### src/rtl/ex_div_unit.sv
// Iterative restoring divider (signed/unsigned, quotient/remainder) with result tag and divide-by-zero flag.
// Latency: K+3 cycles from accept to out_valid (K = WIDTH/UNROLL), 2 cycles for a zero divisor.
// Backpressure: result held stable in DONE until out_ready; in_ready only in IDLE or DONE with out_ready, never during flush.
module ex_div_unit #(
    parameter int WIDTH  = 32,
    parameter int UNROLL = 1,
    parameter int TAG_W  = 5
) (
    input  logic             clk,
    input  logic             resetn,
    input  logic             flush,
    input  logic             in_valid,
    output logic             in_ready,
    input  logic             in_signed,
    input  logic             in_op_rem,
    input  logic [WIDTH-1:0] in_x,
    input  logic [WIDTH-1:0] in_y,
    input  logic [TAG_W-1:0] in_tag,
    output logic             out_valid,
    input  logic             out_ready,
    output logic [WIDTH-1:0] out_result,
    output logic [TAG_W-1:0] out_tag,
    output logic             out_div_zero,
    output logic             busy
);

    localparam int K     = WIDTH / UNROLL;
    localparam int CNT_W = $clog2(K + 1);

    typedef enum logic [2:0] {
        S_IDLE,
        S_PREP,
        S_ITER,
        S_POST,
        S_DONE
    } state_t;

    state_t             r_state;
    logic               r_signed;
    logic               r_op_rem;
    logic [TAG_W-1:0]   r_tag;
    // r_x holds the raw dividend until PREP, then the shifting dividend/quotient
    logic [WIDTH-1:0]   r_x;
    // r_y holds the raw divisor until PREP, then its magnitude
    logic [WIDTH-1:0]   r_y;
    // one extra bit: a shifted partial remainder can reach 2*|y|-1
    logic [WIDTH:0]     r_rem;
    logic               r_q_neg;
    logic               r_r_neg;
    logic [CNT_W-1:0]   r_cnt;
    logic               r_out_valid;
    logic [WIDTH-1:0]   r_out_result;
    logic [TAG_W-1:0]   r_out_tag;
    logic               r_out_div_zero;

    logic               w_accept;
    logic               w_x_neg;
    logic               w_y_neg;
    logic [WIDTH-1:0]   w_x_mag;
    logic [WIDTH-1:0]   w_y_mag;
    logic [WIDTH:0]     w_rem_nxt;
    logic [WIDTH-1:0]   w_quo_nxt;
    logic [WIDTH-1:0]   w_q_fin;
    logic [WIDTH-1:0]   w_r_fin;

    assign in_ready     = !flush && (r_state == S_IDLE || (r_state == S_DONE && out_ready));
    assign w_accept     = in_valid && in_ready;
    assign busy         = (r_state != S_IDLE);
    assign out_valid    = r_out_valid;
    assign out_result   = r_out_result;
    assign out_tag      = r_out_tag;
    assign out_div_zero = r_out_div_zero;

    // Operand magnitudes; the most negative value maps to itself, which is correct read as unsigned
    assign w_x_neg = r_signed && r_x[WIDTH-1];
    assign w_y_neg = r_signed && r_y[WIDTH-1];
    assign w_x_mag = w_x_neg ? (~r_x + 1'b1) : r_x;
    assign w_y_mag = w_y_neg ? (~r_y + 1'b1) : r_y;

    // Final sign correction of quotient and remainder
    assign w_q_fin = r_q_neg ? (~r_x + 1'b1) : r_x;
    assign w_r_fin = r_r_neg ? (~r_rem[WIDTH-1:0] + 1'b1) : r_rem[WIDTH-1:0];

    // UNROLL restoring shift-subtract steps per cycle, MSB of the dividend first
    always_comb begin
        w_rem_nxt = r_rem;
        w_quo_nxt = r_x;
        for (int i = 0; i < UNROLL; i++) begin
            w_rem_nxt = {w_rem_nxt[WIDTH-1:0], w_quo_nxt[WIDTH-1]};
            w_quo_nxt = {w_quo_nxt[WIDTH-2:0], 1'b0};
            if (w_rem_nxt >= {1'b0, r_y}) begin
                w_rem_nxt    = w_rem_nxt - {1'b0, r_y};
                w_quo_nxt[0] = 1'b1;
            end
        end
    end

    // Control FSM and datapath registers; flush overrides everything except reset
    always_ff @(posedge clk or negedge resetn) begin
        if (!resetn) begin
            r_state        <= S_IDLE;
            r_signed       <= 1'b0;
            r_op_rem       <= 1'b0;
            r_tag          <= '0;
            r_x            <= '0;
            r_y            <= '0;
            r_rem          <= '0;
            r_q_neg        <= 1'b0;
            r_r_neg        <= 1'b0;
            r_cnt          <= '0;
            r_out_valid    <= 1'b0;
            r_out_result   <= '0;
            r_out_tag      <= '0;
            r_out_div_zero <= 1'b0;
        end else if (flush) begin
            r_state     <= S_IDLE;
            r_out_valid <= 1'b0;
        end else if (w_accept) begin
            // covers both a fresh start in IDLE and the DONE handoff that retires the old result
            r_signed    <= in_signed;
            r_op_rem    <= in_op_rem;
            r_tag       <= in_tag;
            r_x         <= in_x;
            r_y         <= in_y;
            r_out_valid <= 1'b0;
            r_state     <= S_PREP;
        end else begin
            case (r_state)
                S_IDLE: begin
                    r_state <= S_IDLE;
                end
                S_PREP: begin
                    if (r_y == '0) begin
                        r_out_result   <= r_op_rem ? r_x : '1;
                        r_out_div_zero <= 1'b1;
                        r_out_tag      <= r_tag;
                        r_out_valid    <= 1'b1;
                        r_state        <= S_DONE;
                    end else begin
                        r_x     <= w_x_mag;
                        r_y     <= w_y_mag;
                        r_rem   <= '0;
                        r_q_neg <= w_x_neg ^ w_y_neg;
                        r_r_neg <= w_x_neg;
                        r_cnt   <= CNT_W'(K);
                        r_state <= S_ITER;
                    end
                end
                S_ITER: begin
                    r_x   <= w_quo_nxt;
                    r_rem <= w_rem_nxt;
                    r_cnt <= r_cnt - 1'b1;
                    if (r_cnt == CNT_W'(1)) begin
                        r_state <= S_POST;
                    end
                end
                S_POST: begin
                    r_out_result   <= r_op_rem ? w_r_fin : w_q_fin;
                    r_out_div_zero <= 1'b0;
                    r_out_tag      <= r_tag;
                    r_out_valid    <= 1'b1;
                    r_state        <= S_DONE;
                end
                S_DONE: begin
                    if (out_ready) begin
                        r_out_valid <= 1'b0;
                        r_state     <= S_IDLE;
                    end
                end
                default: begin
                    r_out_valid <= 1'b0;
                    r_state     <= S_IDLE;
                end
            endcase
        end
    end

endmodule

### config.mk
export PLATFORM = sky130hd
export DESIGN_NAME = ex_div_unit
export DESIGN_NICKNAME = d
export VERILOG_FILES = /design/src/rtl/ex_div_unit.sv
export SDC_FILE = /design/constraint.sdc
export NUM_CORES = 1
export LEC_CHECK = 0
export ABC_CLOCK_PERIOD_IN_PS = 3300
export CORE_MARGIN = 8
export CORE_UTILIZATION = 53
export DETAILED_ROUTE_END_ITERATION = 8
export PLACE_DENSITY_LB_ADDON = 0.1
export SLEW_MARGIN = 20
export SYNTH_ARGS = -nofsm -noshare
export SYNTH_HDL_FRONTEND = slang
export SYNTH_SLANG_ARGS = --single-unit
### constraint.sdc
create_clock -name clk -period 3.3 [get_ports clk]
set_clock_uncertainty 0.15 [all_clocks]
set_input_delay 0.99 -clock clk [delete_from_list [all_inputs] [get_ports clk]]
set_output_delay 0.99 -clock clk [all_outputs]
set_load 0.02 [all_outputs]
==> results.txt, run 1 <==
Dpl hpwl: 25.1 mm
Hold WC Path Type: reg2reg
Pin count of the biggest net entering global routing: 69
Total track usage: 0.260
Global route total overflow: 0
Mean post-synth cell area: 8.09 um2
Area Overhead vs Synth: 26.6%
Pint: 4.98 mW
Via count: 10900
Crit path launch type: primary input
Routed WL: 33.4 mm
TritonCTS Buffers: 17
Number of enable flip-flop cells after synthesis: 0
Post-synthesis register bit count: 153
Yosys cell types: 70
Setup Buffers After CTS: 0
Sw Ratio: 0.371
YS warnings: 0
Pwr Density: 569 nW/um2
Die extent in x: 160 um
Effective utilization at floorplan: 0.542
Critical Path AT: 2.09 ns
Chip height: 160 um
DRC: 0
Worst-case clock buffer depth: 2
Clock Power Share: 0.266
Final setup fails: 0
Final #Nets: 1636
Tmin final: 3.23 ns
Setup crit end kind: primary output
Post-synthesis sequential area ratio: 0.348
Post-CTS Hold Buffers: 0
H-tree depth reported by CTS: 4
Final Util: 0.686
Worst-Margin Slew: 0.891 ns
Pwr Total: 7.92 mW
PortBufs: 116
Clock Tree Root: clkbuf_16
CTS clk-pin slew, worst paths: 0.06 ns
Ant diodes: 0
Pre-CTS setup slack: -0.437 ns
First-iteration detailed-routing DRC count: 880
Vias in the first global route: 10600
Sw power: 2.94 mW
Required @ worst endpoint: 2.16 ns
Post-Syn Instances: 1360
TritonCTS clock tree: done
Logic pwr share: 0.389
CTS sink count: 153
RD Place Congestion: 0.925
RSZ-0062 raised after global routing: true
Antenna-violating nets left: 0
Core outline area: 20300 um2
Layout cells sized above 1: 0.126
Async set or reset register ratio after synthesis: 1.00
Final Hold Vio Count: 0
Final worst-path cycle share: 0.980
WL/cell: 18.5 um
Via-to-Cell Ratio: 6.04
Die Area: 25600 um2
Outcome: complete, no violations
Slew Viols, Final: 0
Crit Path Class: in2out
CP max FO: 2
Worst vdd ir: 0.000385 V
Leakage power: 5.89 nW
Global-route wire length before repair: 54.8 mm
Number of max-cap violations: 0
Top_reg_cell synth: dfrtp_1
Floorplan row count: 52
Final Worst Setup Slack: 0.0664 ns
Syn nets: 1474
Pre-antenna DRT Iters: 6
Initial antenna violation count: 0
Cell Area, Synth: 11000 um2
Clock latency on the worst-skew pair: 0.44 ns
I/O pin cnt: 117
Rel. slew slack: 0.406
Fillers: 1722
F_max: 309 MHz
Flop pwr share: 0.345
## through the flow
step	instance area, um2	hold slack (ns)	setup TNS, ns	instances
6_report	13900	0.326	0	1804
4_1_cts	13900	0.330	0	1804
3_3_place_gp	13300	0.308	-0.667	1773
3_5_place_dp	13300	0.314	-0.711	1773
2_1_floorplan	11000	0.292	0	1360
5_1_grt	13900	0.342	-0.00688	1804
## synth_stat cells (14+ instances only)
library cell	n	area share
a31oi_1	18	0.010
xnor2_1	69	0.055
ha_1	37	0.042
nor3_1	18	0.0082
clkbuf_1	87	0.030
o22ai_1	25	0.014
xor2_1	35	0.028
nor2_1	107	0.037
or3_1	32	0.018
inv_1	54	0.018
a32oi_1	24	0.019
nand3_1	32	0.015
o21ai_0	147	0.067
or4_1	14	0.0096
nand2_1	171	0.058
mux2i_1	22	0.020
dfrtp_1	153	0.35
a21oi_1	88	0.040
o31ai_1	22	0.015
## placed cells by master (no fill, tap or decap), types with 10 or more instances in the layout
cell type / netlist / layout
o2bb2ai_1: 11 / 11
xnor2_1: 69 / 69
inv_1: 54 / 53
a32oi_1: 24 / 24
dfrtp_1: 153 / 152
a21o_1: 12 / 12
a31oi_1: 18 / 18
a222oi_1: 12 / 12
buf_12: 0 / 14
o22ai_1: 25 / 24
mux2i_1: 22 / 22
or4_1: 14 / 14
nor3_1: 18 / 17
ha_1: 37 / 37
or3_1: 32 / 32
nand2b_1: 10 / 10
xor2_1: 35 / 35
o31ai_1: 22 / 21
o21ai_0: 147 / 144
a221oi_1: 13 / 12
nand2_1: 171 / 171
clkbuf_16: 0 / 17
buf_4: 0 / 111
a21oi_1: 88 / 88
clkdlybuf4s50_1: 0 / 113
nand3_1: 32 / 32
nor2_1: 107 / 107
## worst paths after layout
kind / from / endpoint / slack [ns] / depth (start not counted)
max in group asynchronous: resetn / out_result[27] / 1.94 / 2
min in group asynchronous: resetn / out_tag[4] / 0.38 / 1
hold / removal: r_tag[4] / r_tag[4] / 0.33 / 2
setup / recovery: out_ready / in_ready / 0.07 / 4
setup reg to reg: r_x[20] / out_result[31] / 0.10 / 6
hold reg to reg: r_tag[4] / r_tag[4] / 0.33 / 2
## state kept, by name, indices dropped and copies added, names as in the netlist
name          flops
out_result       32
r_rem            32
r_x              32
r_y              32
r_cnt             6
out_tag           5
r_tag             5
r_state           3
out_div_zero      1
out_valid         1
r_op_rem          1
r_q_neg           1
r_r_neg           1
r_signed          1
## area by class of cell
class / count / area (um2) / share of cell area
Inverter: 54 / 203 / 0.0146
Clock inverter: 12 / 174 / 0.0125
Timing Repair Buffer: 241 / 2280 / 0.163
Clock buffer: 19 / 453 / 0.0325
Tap cell: 270 / 338 / 0.0243
Sequential cell: 153 / 3830 / 0.275
Multi-Input combinational cell: 1055 / 6650 / 0.478
## logic make-up after synthesis
family | synth area share
mux | 0.0251
xor+xnor | 0.0828
fa+ha+maj | 0.0439
simple gates | 0.192
flops | 0.348
compound gates | 0.255
buf+inv | 0.0530
## worst max-delay path, cell delays in order
cell	delay [ns]
clkdlybuf4s50_1	0.49
nor2b_1	0.09
nor4_4	0.21
clkdlybuf4s15_2	0.31
## power groups by stage
stage / clock (mW) / combinational [mW] / sequential [mW]
floorplan: 0 / 1.92 / 2.68
global placement: 0 / 2.97 / 2.72
detailed placement: 0 / 3.03 / 2.74
CTS: 2.12 / 3.05 / 2.71
global route: 2.20 / 3.41 / 2.79
finish: 2.11 / 3.08 / 2.73
## what timing repair did
| action | 4_1_cts | 5_1_grt |
|---|---|---|
| gates cloned | 0 | 0 |
| pin swaps | 0 | 1 |
| setup endpoints to repair | 1 | 13 |
| gates resized for setup | 6 | 9 |
## layer usage
| metal | routed length (um) | share of wire | up-vias | global-route usage |
|---|---|---|---|---|
| met5 | 0 | 0 | - | 0 |
| met4 | 1050 | 0.031 | 0 | 0.105 |
| met3 | 2070 | 0.062 | 69 | 0.0406 |
| met2 | 15500 | 0.46 | 437 | 0.417 |
| met1 | 14900 | 0.44 | 5126 | 0.346 |
| li1 | - | - | 5264 | - |
Power figures use the tool's default switching activity.
==> run 2: changes to the inputs <==
--- a/config.mk
+++ b/config.mk
@@ -10,6 +10,7 @@
 export CORE_UTILIZATION = 53
 export DETAILED_ROUTE_END_ITERATION = 8
 export PLACE_DENSITY_LB_ADDON = 0.1
+export SETUP_SLACK_MARGIN = 0.2
 export SLEW_MARGIN = 20
 export SYNTH_ARGS = -nofsm -noshare
 export SYNTH_HDL_FRONTEND = slang
==> run 2 against run 1 <==
Effect of this change:
- die area unchanged
- total power up 2.1%
- first-iteration DRC count up 6.5%
- worst hold slack better by 0.0016 ns
- design area up 2.0%
- clock power about the same
- sequential power about the same
- final cell count up 0.33%
- register-to-register slack better by 0.15 ns
- critical path type unchanged
- largest cell class unchanged
- highest routed layer unchanged
==> results.txt, run 2 (synthesis gave the netlist of run 1 again) <==
Outcome: complete, no violations
Sw power: 3.03 mW (+3.0%)
Final worst-path cycle share: 0.926 (-0.0537)
Worst-Margin Slew: 1.02 ns (+0.126 ns)
Tmin final: 3.06 ns (-0.177 ns)
Leakage power: 5.92 nW (+0.49%)
TritonCTS clock tree: done
Dpl hpwl: 25.4 mm (+1.2%)
PortBufs: 116 (unchanged)
Core outline area: 20300 um2 (unchanged)
Worst vdd ir: 0.000349 V (-9.4%)
Commonest non-fill, non-tap cells in the layout: 170 x nand2_1, 150 x dfrtp_1, 136 x o21ai_0, 120 x buf_4, 112 x clkdlybuf4s50_1
Chip height: 160 um (unchanged)
Slew Viols, Final: 0 (unchanged)
CP max FO: 3 (+1)
Clock Tree Root: clkbuf_16
Setup crit end kind: primary output
Setup TNS: 0 ns (unchanged)
Die extent in x: 160 um (unchanged)
Antenna-violating nets left: 0 (unchanged)
Final #Nets: 1641 (+0.31%)
Fillers: 1701 (-1.2%)
Pint: 5.06 mW (+1.6%)
Clock latency on the worst-skew pair: 0.43 ns (about the same)
Flop pwr share: 0.337 (-0.008)
Global-route wire length before repair: 55.3 mm (+0.91%)
H-tree depth reported by CTS: 4 (unchanged)
Final Hold Vio Count: 0 (unchanged)
Via-to-Cell Ratio: 6.11 (+1.2%)
Final setup fails: 0 (unchanged)
Routed WL: 34.6 mm (+3.6%)
Ant diodes: 0 (unchanged)
Crit path launch type: primary input
Commonest non-fill, non-tap cell in the layout: nand2_1
Die Area: 25600 um2 (unchanged)
Initial antenna violation count: 0 (unchanged)
CTS sink count: 153 (unchanged)
Area Overhead vs Synth: 29.2%
Vias in the first global route: 10700 (+1.0%)
TritonCTS Buffers: 17 (unchanged)
CTS clk-pin slew, worst paths: 0.06 ns (about the same)
Effective utilization at floorplan: 0.542 (unchanged)
First-iteration detailed-routing DRC count: 937 (+6.5%)
RSZ-0062 raised after global routing: true
Pwr Density: 569 nW/um2 (about the same)
Total track usage: 0.263 (+0.00244)
Global route total overflow: 0 (unchanged)
Hold WC Path Type: reg2reg
Rel. slew slack: 0.322 (-0.0841)
Worst-case clock buffer depth: 2 (unchanged)
Layout cells sized above 1: 0.162 (+0.0359)
Pin count of the biggest net entering global routing: 73 (+5.8%)
F_max: 327 MHz (+5.8%)
Required @ worst endpoint: 2.16 ns (about the same)
Sw Ratio: 0.374 (+0.00333)
Pre-antenna DRT Iters: 5 (-1)
WL/cell: 19.1 um (+3.2%)
RD Place Congestion: 0.924 (about the same)
Logic pwr share: 0.405 (+0.016)
Crit Path Class: in2out
Critical Path AT: 1.92 ns (-0.17 ns)
Number of max-cap violations: 0 (unchanged)
I/O pin cnt: 117 (unchanged)
Floorplan row count: 52 (unchanged)
DRC: 0 (unchanged)
Clock Power Share: 0.258 (-0.008)
Final Util: 0.700 (+0.0139)
Via count: 11100 (+1.5%)
Register-to-register setup slack: 0.25 ns (+0.15 ns)
## run 2: final cells by class
class                           count  area [um2]  area share
Sequential cell                   153        3830       0.270
Inverter                           54         203      0.0143
Tap cell                          270         338      0.0238
Clock buffer                       20         447      0.0315
Multi-Input combinational cell   1055        6930       0.488
Clock inverter                     12         174      0.0122
Timing Repair Buffer              246        2280       0.161
## run 2: metal layers
metal  routed length (um)  global-route usage  vias to the layer above
met2                16400               0.424                      444
li1                     -                   -                     5275
met5                    0                   0                        -
met4                 1010               0.101                        0
met3                 2220              0.0524                       76
met1                15000               0.341                     5265
## run 2: per-stage QoR
| step | worst slack (ns) | power (mW) | cells | area, um2 | hold slack (ns) |
|---|---|---|---|---|---|
| floorplan | 0.197 | 4.60 | 1360 | 11000 | 0.292 |
| finish | 0.244 | 8.08 | 1810 | 14200 | 0.328 |
| global route | 0.0882 | 8.55 | 1810 | 14200 | 0.353 |
| detailed placement | -0.464 | 5.77 | 1763 | 13200 | 0.317 |
| CTS | 0.156 | 7.92 | 1803 | 13900 | 0.332 |
| global placement | -0.439 | 5.68 | 1763 | 13200 | 0.307 |
## run 2: critical path: stages
cell and delay [ns]:
dlygate4sd2_1 0.25, nor2b_2 0.09, nor4_4 0.37, buf_4 0.21
## run 2: what timing repair did
action,4_1_cts,5_1_grt
resized for setup,29,53
buffers inserted,8,6
hold buffers,0,0
pin swaps,5,15
endpoints found under the setup margin,23,72
cloned,0,1
## run 2: power by group through the flow
stage | clock, mW | combinational (mW) | sequential, mW
after detailed placement | 0 | 3.04 | 2.73
final | 2.09 | 3.27 | 2.73
after CTS | 2.10 | 3.12 | 2.70
after global routing | 2.18 | 3.59 | 2.79
after floorplan | 0 | 1.92 | 2.68
after global placement | 0 | 2.97 | 2.71
## run 2: final timing paths
path                                start        endpoint  cells past startpoint
worst max register to register     r_y[6]       r_rem[11]                     13
worst min-delay path             r_tag[4]        r_tag[4]                      2
worst min register to register   r_tag[4]        r_tag[4]                      2
worst max-delay path            out_ready        in_ready                      4
max in group asynchronous          resetn       r_rem[25]                      2
min in group asynchronous          resetn  out_result[10]                      1
